### src/rtl/dmem_arbiter_pkg.sv
// Shared definitions for the data-memory arbiter.
// Holds the sequencer state encoding, the grant codes used by the
// round-robin selector, and the word stride used when stepping bursts.
package dmem_arbiter_pkg;

  typedef enum logic [2:0] {
    S_IDLE    = 3'd0,
    S_CPU_ACC = 3'd1,
    S_CPU_ACK = 3'd2,
    S_IP_ACC  = 3'd3,
    S_IP_DONE = 3'd4
  } state_e;

  typedef enum logic {
    GRANT_CPU = 1'b0,
    GRANT_IP  = 1'b1
  } grant_e;

  // Byte distance between consecutive words of a burst.
  localparam int unsigned WORD_STRIDE = 4;

endpackage

### src/rtl/dmem_arbiter_rr_arb2.sv
// Two-way round-robin selector between the CPU and the IP accelerator.
// Ports:
//   clk, rst    - clock, asynchronous active-high reset
//   req_cpu_i   - CPU is requesting
//   req_ip_i    - IP is requesting
//   take_i      - the sequencer is able to accept a grant this cycle
//   valid_o     - at least one side is requesting
//   grant_o     - side selected this cycle
module rr_arb2
  import dmem_arbiter_pkg::*;
(
  input  logic   clk,
  input  logic   rst,
  input  logic   req_cpu_i,
  input  logic   req_ip_i,
  input  logic   take_i,
  output logic   valid_o,
  output grant_e grant_o
);

  grant_e last_q;

  // On a tie the side that was not served last wins.
  always_comb begin
    valid_o = req_cpu_i | req_ip_i;
    grant_o = GRANT_CPU;
    if (req_cpu_i && req_ip_i) begin
      grant_o = (last_q == GRANT_IP) ? GRANT_CPU : GRANT_IP;
    end else if (req_ip_i) begin
      grant_o = GRANT_IP;
    end
  end

  // Starting from IP makes the CPU win the first tie after reset.
  always_ff @(posedge clk or posedge rst) begin
    if (rst) begin
      last_q <= GRANT_IP;
    end else if (take_i && valid_o) begin
      last_q <= grant_o;
    end
  end

endmodule

### src/rtl/dmem_arbiter.sv
// Arbiter and sequencer sharing the data-memory port between the CPU
// (single-word accesses) and the IP accelerator (1-16 word bursts).
// Ports:
//   clk, rst                          - clock, asynchronous active-high reset
//   cpu_req/we/addr/wdata             - CPU request fields (sampled in IDLE)
//   cpu_ack, cpu_rdata                - CPU completion pulse and read data
//   ip_req/we/addr/len/wdata          - IP burst request, ip_wdata per beat
//   ip_beat, ip_rvalid, ip_rdata      - per-beat strobe and read data return
//   ip_done                           - pulse after the last beat
//   mem_rw/ena/addr/wdata, mem_rdata  - memory port
module dmem_arbiter
  import dmem_arbiter_pkg::*;
#(
  parameter int ADDR_W = 32,
  parameter int DATA_W = 32,
  parameter int LEN_W  = 4
) (
  input  logic              clk,
  input  logic              rst,
  input  logic              cpu_req,
  input  logic              cpu_we,
  input  logic [ADDR_W-1:0] cpu_addr,
  input  logic [DATA_W-1:0] cpu_wdata,
  output logic              cpu_ack,
  output logic [DATA_W-1:0] cpu_rdata,
  input  logic              ip_req,
  input  logic              ip_we,
  input  logic [ADDR_W-1:0] ip_addr,
  input  logic [LEN_W-1:0]  ip_len,
  input  logic [DATA_W-1:0] ip_wdata,
  output logic              ip_beat,
  output logic              ip_rvalid,
  output logic [DATA_W-1:0] ip_rdata,
  output logic              ip_done,
  output logic              mem_rw,
  output logic              mem_ena,
  output logic [ADDR_W-1:0] mem_addr,
  output logic [DATA_W-1:0] mem_wdata,
  input  logic [DATA_W-1:0] mem_rdata
);

  state_e              state_q, state_d;
  logic                we_q;
  logic [ADDR_W-1:0]   addr_q;
  logic [DATA_W-1:0]   cpu_wdata_q;
  logic [LEN_W-1:0]    len_q;
  logic [LEN_W-1:0]    beat_q;
  logic [DATA_W-1:0]   cpu_rdata_q;
  logic [DATA_W-1:0]   ip_rdata_q;
  logic                ip_rvalid_q;
  logic                in_idle;
  logic                arb_valid;
  grant_e              arb_grant;
  logic [ADDR_W-1:0]   beat_addr;

  assign in_idle = (state_q == S_IDLE);

  rr_arb2 u_arb (
    .clk       (clk),
    .rst       (rst),
    .req_cpu_i (cpu_req),
    .req_ip_i  (ip_req),
    .take_i    (in_idle),
    .valid_o   (arb_valid),
    .grant_o   (arb_grant)
  );

  // Adding a multiple of four keeps the low two address bits intact;
  // the sum wraps naturally at the address width.
  assign beat_addr = addr_q + (ADDR_W'(beat_q) * ADDR_W'(WORD_STRIDE));

  always_ff @(posedge clk or posedge rst) begin
    if (rst) begin
      state_q <= S_IDLE;
    end else begin
      state_q <= state_d;
    end
  end

  always_comb begin
    state_d   = state_q;
    cpu_ack   = 1'b0;
    ip_beat   = 1'b0;
    ip_done   = 1'b0;
    mem_rw    = 1'b0;
    mem_ena   = 1'b0;
    mem_addr  = '0;
    mem_wdata = '0;
    unique case (state_q)
      S_IDLE: begin
        if (arb_valid) begin
          state_d = (arb_grant == GRANT_CPU) ? S_CPU_ACC : S_IP_ACC;
        end
      end
      S_CPU_ACC: begin
        mem_addr = addr_q;
        if (we_q) begin
          mem_rw    = 1'b1;
          mem_wdata = cpu_wdata_q;
        end else begin
          mem_ena = 1'b1;
        end
        state_d = S_CPU_ACK;
      end
      S_CPU_ACK: begin
        cpu_ack = 1'b1;
        state_d = S_IDLE;
      end
      S_IP_ACC: begin
        ip_beat  = 1'b1;
        mem_addr = beat_addr;
        // Burst write data is streamed straight from the accelerator.
        if (we_q) begin
          mem_rw    = 1'b1;
          mem_wdata = ip_wdata;
        end else begin
          mem_ena = 1'b1;
        end
        if (beat_q == len_q) begin
          state_d = S_IP_DONE;
        end
      end
      S_IP_DONE: begin
        ip_done = 1'b1;
        state_d = S_IDLE;
      end
      default: state_d = S_IDLE;
    endcase
  end

  // Request fields are captured on grant; the address register is shared
  // because only one side owns the port at a time.
  always_ff @(posedge clk or posedge rst) begin
    if (rst) begin
      we_q        <= 1'b0;
      addr_q      <= '0;
      cpu_wdata_q <= '0;
      len_q       <= '0;
      beat_q      <= '0;
    end else if (in_idle && arb_valid) begin
      if (arb_grant == GRANT_CPU) begin
        we_q        <= cpu_we;
        addr_q      <= cpu_addr;
        cpu_wdata_q <= cpu_wdata;
      end else begin
        we_q   <= ip_we;
        addr_q <= ip_addr;
        len_q  <= ip_len;
        beat_q <= '0;
      end
    end else if (state_q == S_IP_ACC && beat_q != len_q) begin
      beat_q <= beat_q + LEN_W'(1);
    end
  end

  // Read data is registered so it appears one cycle after the access.
  always_ff @(posedge clk or posedge rst) begin
    if (rst) begin
      cpu_rdata_q <= '0;
      ip_rdata_q  <= '0;
      ip_rvalid_q <= 1'b0;
    end else begin
      ip_rvalid_q <= (state_q == S_IP_ACC) && !we_q;
      if (state_q == S_CPU_ACC && !we_q) begin
        cpu_rdata_q <= mem_rdata;
      end
      if (state_q == S_IP_ACC && !we_q) begin
        ip_rdata_q <= mem_rdata;
      end
    end
  end

  assign cpu_rdata = cpu_rdata_q;
  assign ip_rdata  = ip_rdata_q;
  assign ip_rvalid = ip_rvalid_q;

endmodule

### config.mk
export PLATFORM = sky130hd
export DESIGN_NAME = dmem_arbiter
export DESIGN_NICKNAME = d
export VERILOG_FILES = /design/src/rtl/dmem_arbiter_pkg.sv /design/src/rtl/dmem_arbiter_rr_arb2.sv /design/src/rtl/dmem_arbiter.sv
export SDC_FILE = /design/constraint.sdc
export NUM_CORES = 1
export LEC_CHECK = 0
export ABC_AREA = 1
export BUFFER_PORTS_ARGS = -buffer_cell sky130_fd_sc_hd__clkbuf_2
export CORE_MARGIN = 2
export CORE_UTILIZATION = 32
export DETAILED_ROUTE_END_ITERATION = 16
export GPL_ROUTABILITY_DRIVEN = 0
export HOLD_SLACK_MARGIN = 0.1
export PLACE_DENSITY = 0.66
export REMOVE_ABC_BUFFERS = 1
export SYNTH_ARGS = -nofsm -noshare
export SYNTH_HDL_FRONTEND = slang
export SYNTH_HIERARCHICAL = 1
export SYNTH_SLANG_ARGS = --single-unit
### constraint.sdc
create_clock -name clk -period 6.4 [get_ports clk]
set_input_delay 0.96 -clock clk [delete_from_list [all_inputs] [get_ports clk]]
set_output_delay 0.96 -clock clk [all_outputs]
set_load 0.01 [all_outputs]
==> out/qor.yml, run 1 <==
p_clk_frac: 0.219
hpwl_um: 17000
cpPeakStageDelay_ns: 0.63
r2r_start: "state_q[0]"
fmax_mhz: 277
path_max_fanout: 54
cts-resized-gates: 0
min_path_type: "reg -> reg"
cts_buffer_depth: 2
cp.required_ns: 5.44
drtIter0Drc: 402
cp-startpoint: "state_q[0]"
ys_top_cells_by_area: "dfrtp_1, nand2_1, inv_1, nor2_1, o21ai_2"
ant_nets: 0
ctsHoldBuffers: 0
synth_area_per_cell_um2: 7.84
setup_viol: 0
yosysTopAreaCell: "dfrtp_1"
fill_cells: 2342
end_kind: "output port"
synth_top_area_share: 0.472
power_frac_comb: 0.430
dp_slack_ns: 2.94
drive_gt1_frac: 0.313
clock_skew_ns: 0.00894
gr-usage-all-layers: 0.194
synth_area_um2: 7480
wire_per_inst_um: 15.1
initial_core_util: 0.328
crit_path_start_kind: "flip-flop"
worst_pin_slew_ns: 1.07
fin_crit_sh: 0.564
overflow: 0
synth.distinct_cells: 44
slew_headroom: 0.286
finalInstanceArea_um2: 9740
wirelength_um: 23600
yosys_most_used_dff: "dfrtp_1"
ys_ff_latch: 142
dp.cells: 1528
status: "completed"
fin_ws_ns: 2.79
synthToLayoutAreaGrowth_pct: 30.3
cts_tree: "built"
drc: 0
switching_share: 0.437
fin_crit_ns: 3.61
yosysSeqAreaShare: 0.475
cts_made_buffers: 17
seqPwrFrac: 0.352
hold_viol_final: 0
clock_sinks: 142
finalSetupTns_ns: 0
powerDensity_nw_per_um2: 489
power.leakage_nw: 5.18
rsz0062_at_grt: "no"
grt_max_degree: 79
cts-htree-levels: 4
core_um2: 22800
p_sw_mw: 2.08
antenna_found_initial: 4
die_w_um: 157
dr.pass1.iters: 5
fp.dieH_um: 157
nets: 1410
fp-row-count: 55
irDropWorstVdd_uv: 250
dieArea_um2: 24600
clk_pin_slew_worst_paths_ns: 0.07
arrival_ns: 2.65
num_vias: 7318
crit_type: "reg -> out"
yosysWarnings: 6
syn_inst: 953
intPower_mw: 2.68
drv_cap: 0
whs_ns: 0.484
avgViaCountPerCell: 4.69
cts_root_buf: "clkbuf_16"
portBuffers: 303
grt_pass1_vias: 7080
post-cts-setup-buffer-count: 0
drv_slew: 0
async_flop_share: 1.00
grt_pass1_wl_um: 37000
clk_latency_ns: 0.41
synth-edff-count: 0
boundaryPins: 304
dpl_cell_area_um2: 9120
hold_start: "cpu_rdata[7]"
path_cells: "inv_2 > nor2_4 > inv_2 > nor2_8 > o21ai_0 > o21ai_0 > clkbuf_2"
slowest_stage: "nor2_8"
layoutNonFillerInstCount: 1562
-- sequential cells by signal, indices dropped and copies added (netlist names) --
signal / count
cpu_wdata_q: 32
ip_rvalid: 1
ip_rdata: 32
beat_q: 4
len_q: 4
u_arb/last_q: 1
addr_q: 32
we_q: 1
cpu_rdata: 32
state_q: 3
-- per-stage QoR --
step / util / power [mW]
2_1_floorplan: - / 2.91
3_3_place_gp: 0.400 / 3.69
3_5_place_dp: 0.400 / 3.74
4_1_cts: 0.427 / 4.82
5_1_grt: 0.427 / 5.17
6_report: 0.428 / 4.76
-- critical path: cells and delay by family (launching register included) --
family | cells | cell delay [ns]
buf+inv | 3 | 0.44
simple gates | 2 | 0.94
compound gates | 2 | 0.48
flops | 1 | 0.38
-- layout by cell type (no fill, tap or decap), types with 3 or more instances in the layout --
master	n
a21oi_1	11
a22oi_1	34
buf_4	3
clkbuf_16	17
clkbuf_2	303
dfrtp_1	141
ha_1	5
inv_1	80
inv_2	6
inv_6	8
inv_8	3
nand2_1	353
nand3_1	47
nand4_1	5
nor2_1	79
nor3_1	4
o211ai_1	22
o21ai_0	47
o21ai_1	8
o21ai_2	30
xnor2_1	5
-- cell usage after synthesis (2+ instances only) --
cell	count
nor2_8	2
nand4_1	5
o211ai_1	22
dfrtp_1	141
a31oi_1	2
o21ai_0	47
o22ai_1	2
o21ai_2	30
buf_2	17
nand2_2	2
nor2_4	2
inv_2	6
o21ai_1	8
nor3_1	4
buf_6	12
a22o_1	2
buf_4	3
a22oi_1	34
clkbuf_2	2
xnor2_1	5
inv_4	2
ha_1	5
a21oi_1	11
nand3_1	47
inv_1	81
nand2_1	353
clkbuf_1	9
nand2_4	2
nand3b_1	2
nor2_1	79
-- power groups by stage --
stage | logic, mW | clock network, mW | registers [mW]
floorplan | 1.22 | 0 | 1.69
global placement | 2.02 | 0 | 1.67
detailed placement | 2.07 | 0 | 1.67
CTS | 2.07 | 1.07 | 1.67
global route | 2.32 | 1.11 | 1.73
finish | 2.04 | 1.04 | 1.67
-- per-layer routing --
layer  global-route usage  up-vias  wire [um]  part of all wire
met5                    0        -         30            0.0013
met4               0.0511        4        245             0.010
met3               0.0775       20       2470              0.10
met2                0.321      298      11000              0.47
met1                0.235     3374       9770              0.41
li1                     -     3622          -                 -
-- logic make-up (layout without fill, tap and decap cells) --
logic type	count (synthesis)	count (layout)	synth area share
simple gates	505	505	0.278
compound gates	160	160	0.144
flops	142	142	0.475
buf+inv	134	428	0.0847
fa+ha+maj	6	6	0.0110
xor+xnor	6	6	0.00703
other cells	0	2	0
-- path summary, 6_finish.rpt --
check	to	slack, ns	cells after the start
worst max-delay path	mem_addr[5]	2.79	7
worst min-delay path	cpu_rdata[7]	0.48	2
worst max register to register	cpu_rdata[14]	3.33	6
worst min register to register	cpu_rdata[7]	0.48	2
max in group asynchronous	cpu_wdata_q[20]	4.39	3
min in group asynchronous	u_arb/last_q	0.57	2
-- layout make-up --
cell class | count | area, um^2 | area share
flip-flops and latches | 142 | 3550 | 0.365
multi-input cells | 677 | 3290 | 0.338
repair buffers | 306 | 1540 | 0.158
clock buffers | 17 | 425 | 0.0437
well taps | 313 | 392 | 0.0402
inverters | 90 | 348 | 0.0357
clock inverters | 15 | 186 | 0.0191
diodes | 2 | 5.00 | 0.000514
Power figures use the tool's default switching activity.
==> run 2, diff against run 1 <==
--- a/config.mk
+++ b/config.mk
@@ -12,7 +12,7 @@
 export DETAILED_ROUTE_END_ITERATION = 16
 export GPL_ROUTABILITY_DRIVEN = 0
 export HOLD_SLACK_MARGIN = 0.1
-export PLACE_DENSITY = 0.66
+export PLACE_DENSITY = 0.68
 export REMOVE_ABC_BUFFERS = 1
 export SYNTH_ARGS = -nofsm -noshare
 export SYNTH_HDL_FRONTEND = slang
==> constraint.sdc (replaced) <==
create_clock -name clk -period 3.27 [get_ports clk]
set_input_delay 0.4905 -clock clk [delete_from_list [all_inputs] [get_ports clk]]
set_output_delay 0.4905 -clock clk [all_outputs]
set_load 0.01 [all_outputs]
==> run 2 against run 1 <==
  * Wire length up 0.82%
  * Core utilization grew 0.36 points
  * First-iteration DRC count up 34%
  * Highest routed layer is now met4
==> out/qor.yml, run 2 (same netlist as run 1, synthesis figures left out) <==
boundaryPins: 304  # unchanged
crit_buf_inv: 1  # -2
hold_viol_final: 0  # unchanged
seqPwrFrac: 0.349  # -0.003
wire_per_inst_um: 15.1  # +0.25%
drv_cap: 0  # unchanged
fin_ws_ns: 0.258  # -2.53 ns
fp-row-count: 55  # unchanged
gr-usage-all-layers: 0.194  # about the same
finalInstanceArea_um2: 9820  # +0.84%
dr.pass1.iters: 5  # unchanged
power_mw: 9.36  # +97%
cts_root_buf: "clkbuf_16"
cts_made_buffers: 17  # unchanged
cts_buffer_depth: 2  # unchanged
wirelength_um: 23700  # +0.82%
num_vias: 7411  # +1.3%
crit_type: "reg -> out"
dpl_cell_area_um2: 9190  # +0.80%
overflow: 0  # unchanged
avgViaCountPerCell: 4.72  # +0.69%
drtIter0Drc: 538  # +34%
clk_pin_slew_worst_paths_ns: 0.07  # about the same
slew_headroom: 0.408  # +0.123
die_w_um: 157  # unchanged
rsz0062_at_grt: "no"
cp.required_ns: 2.78  # -2.66 ns
nets: 1419  # +0.64%
dp.cells: 1536  # +0.52%
crit_path_start_kind: "flip-flop"
end_kind: "output port"
switching_share: 0.440  # +0.00254
cpPeakStageDelay_ns: 0.44  # -0.19 ns
whs_ns: 0.260  # -0.224 ns
power.leakage_nw: 5.24  # +1.0%
power_frac_comb: 0.437  # +0.007
arrival_ns: 2.52  # -0.13 ns
portBuffers: 303  # unchanged
path_cells: "ha_1 > fa_1 > nand2_1 > nand3_1 > nand2_1 > nor2_1 > nand2_1 > o21ai_0 > a21oi_1 > clkbuf_2"
grt_pass1_vias: 7225  # +2.0%
cts-htree-levels: 4  # unchanged
status: "completed"
dp_slack_ns: 0.616  # -2.32 ns
finalSetupTns_ns: 0  # unchanged
drive_gt1_frac: 0.317  # +0.00413
min_path_type: "in -> reg"
fin_crit_ns: 3.01
synthToLayoutAreaGrowth_pct: 31.3
drv_slew: 0  # unchanged
hpwl_um: 17800  # +4.6%
irDropWorstVdd_uv: 546  # +120%
ant_nets: 0  # unchanged
intPower_mw: 5.25  # +96%
cpMostUsedCell: "nand2_1"
clk_latency_ns: 0.43  # +0.02 ns
initial_core_util: 0.328  # unchanged
fin_crit_sh: 0.921
clock_skew_ns: 0.00908  # +0.000138 ns
clock_sinks: 142  # unchanged
p_clk_frac: 0.215  # -0.004
grt_pass1_wl_um: 37300  # +0.82%
setup_viol: 0  # unchanged
final_cell_mix: "nand2_1, clkbuf_2, dfrtp_1"
worst_pin_slew_ns: 0.886  # -0.181 ns
grt_max_degree: 95  # +20%
antenna_found_initial: 2  # -2
p_sw_mw: 4.12  # +98%
powerDensity_nw_per_um2: 954  # +95%
layoutNonFillerInstCount: 1571  # +0.58%
final_common_cell: "nand2_1"
crit_family: "simple AND/OR/NAND/NOR gates"
drc: 0  # unchanged
dieArea_um2: 24600  # unchanged
slowest_stage: "dfrtp_1"
fp.dieH_um: 157  # unchanged
core_um2: 22800  # unchanged
path_max_fanout: 6  # -89%
fmax_mhz: 332
fill_cells: 2325  # -0.73%
final_util: 0.431  # +0.00357
cts_tree: "built"
-- run 2: cell types whose count changed in the layout (fill, tap and decap cells not counted), sizes merged --
cell and change:
buf +8, clkinv +2, clkinvlp -2, bufinv -1, clkbuf +1, dlygate4sd3 +1
-- run 2: area by class of cell --
cell class | count | area [um^2] | share of cell area
timing repair buffer | 315 | 1620 | 0.165
tap | 313 | 392 | 0.0399
clock inverter | 14 | 166 | 0.0169
clock buffer | 18 | 439 | 0.0447
multi-input combinational | 677 | 3290 | 0.335
inverter | 90 | 348 | 0.0354
antenna | 2 | 5.00 | 0.000510
sequential | 142 | 3550 | 0.362
-- run 2: tightest hold or removal path: stages --
cell	delay, ns
clkbuf_2	0.07
nand2_1	0.04
nand2_1	0.04
-- run 2: repair_timing --
item,4_1_cts,5_1_grt
endpoints found under the hold margin,1,0
gates resized for setup,0,1
hold buffers,1,0
setup endpoints to repair,0,1
setup buffers,0,0
-- run 2: per-layer routing --
metal / wire [um] / track usage
met1: 9920 / 0.240
met2: 11200 / 0.316
met3: 2240 / 0.0692
met4: 414 / 0.0633
met5: 0 / 0
-- run 2: power groups by stage --
stage	Clock (mW)	Sequential (mW)	Combinational, mW
final	2.01	3.26	4.09
after global routing	2.14	3.38	4.62
after CTS	2.06	3.26	4.15
after detailed placement	0	3.27	4.15
after global placement	0	3.26	4.04
after floorplan	0	3.31	2.38
-- run 2: final timing paths --
| check | startpoint | end | slack, ns | cells past startpoint |
|---|---|---|---|---|
| max reg2reg | state_q[1] | addr_q[0] | 0.78 | 8 |
| min in group asynchronous | rst | len_q[3] | 0.65 | 3 |
| max | beat_q[0] | mem_addr[10] | 0.26 | 10 |
| min | ip_len[2] | len_q[2] | 0.26 | 3 |
| max in group asynchronous | rst | cpu_wdata_q[22] | 1.76 | 4 |
| min reg2reg | cpu_wdata_q[31] | cpu_wdata_q[31] | 0.48 | 2 |
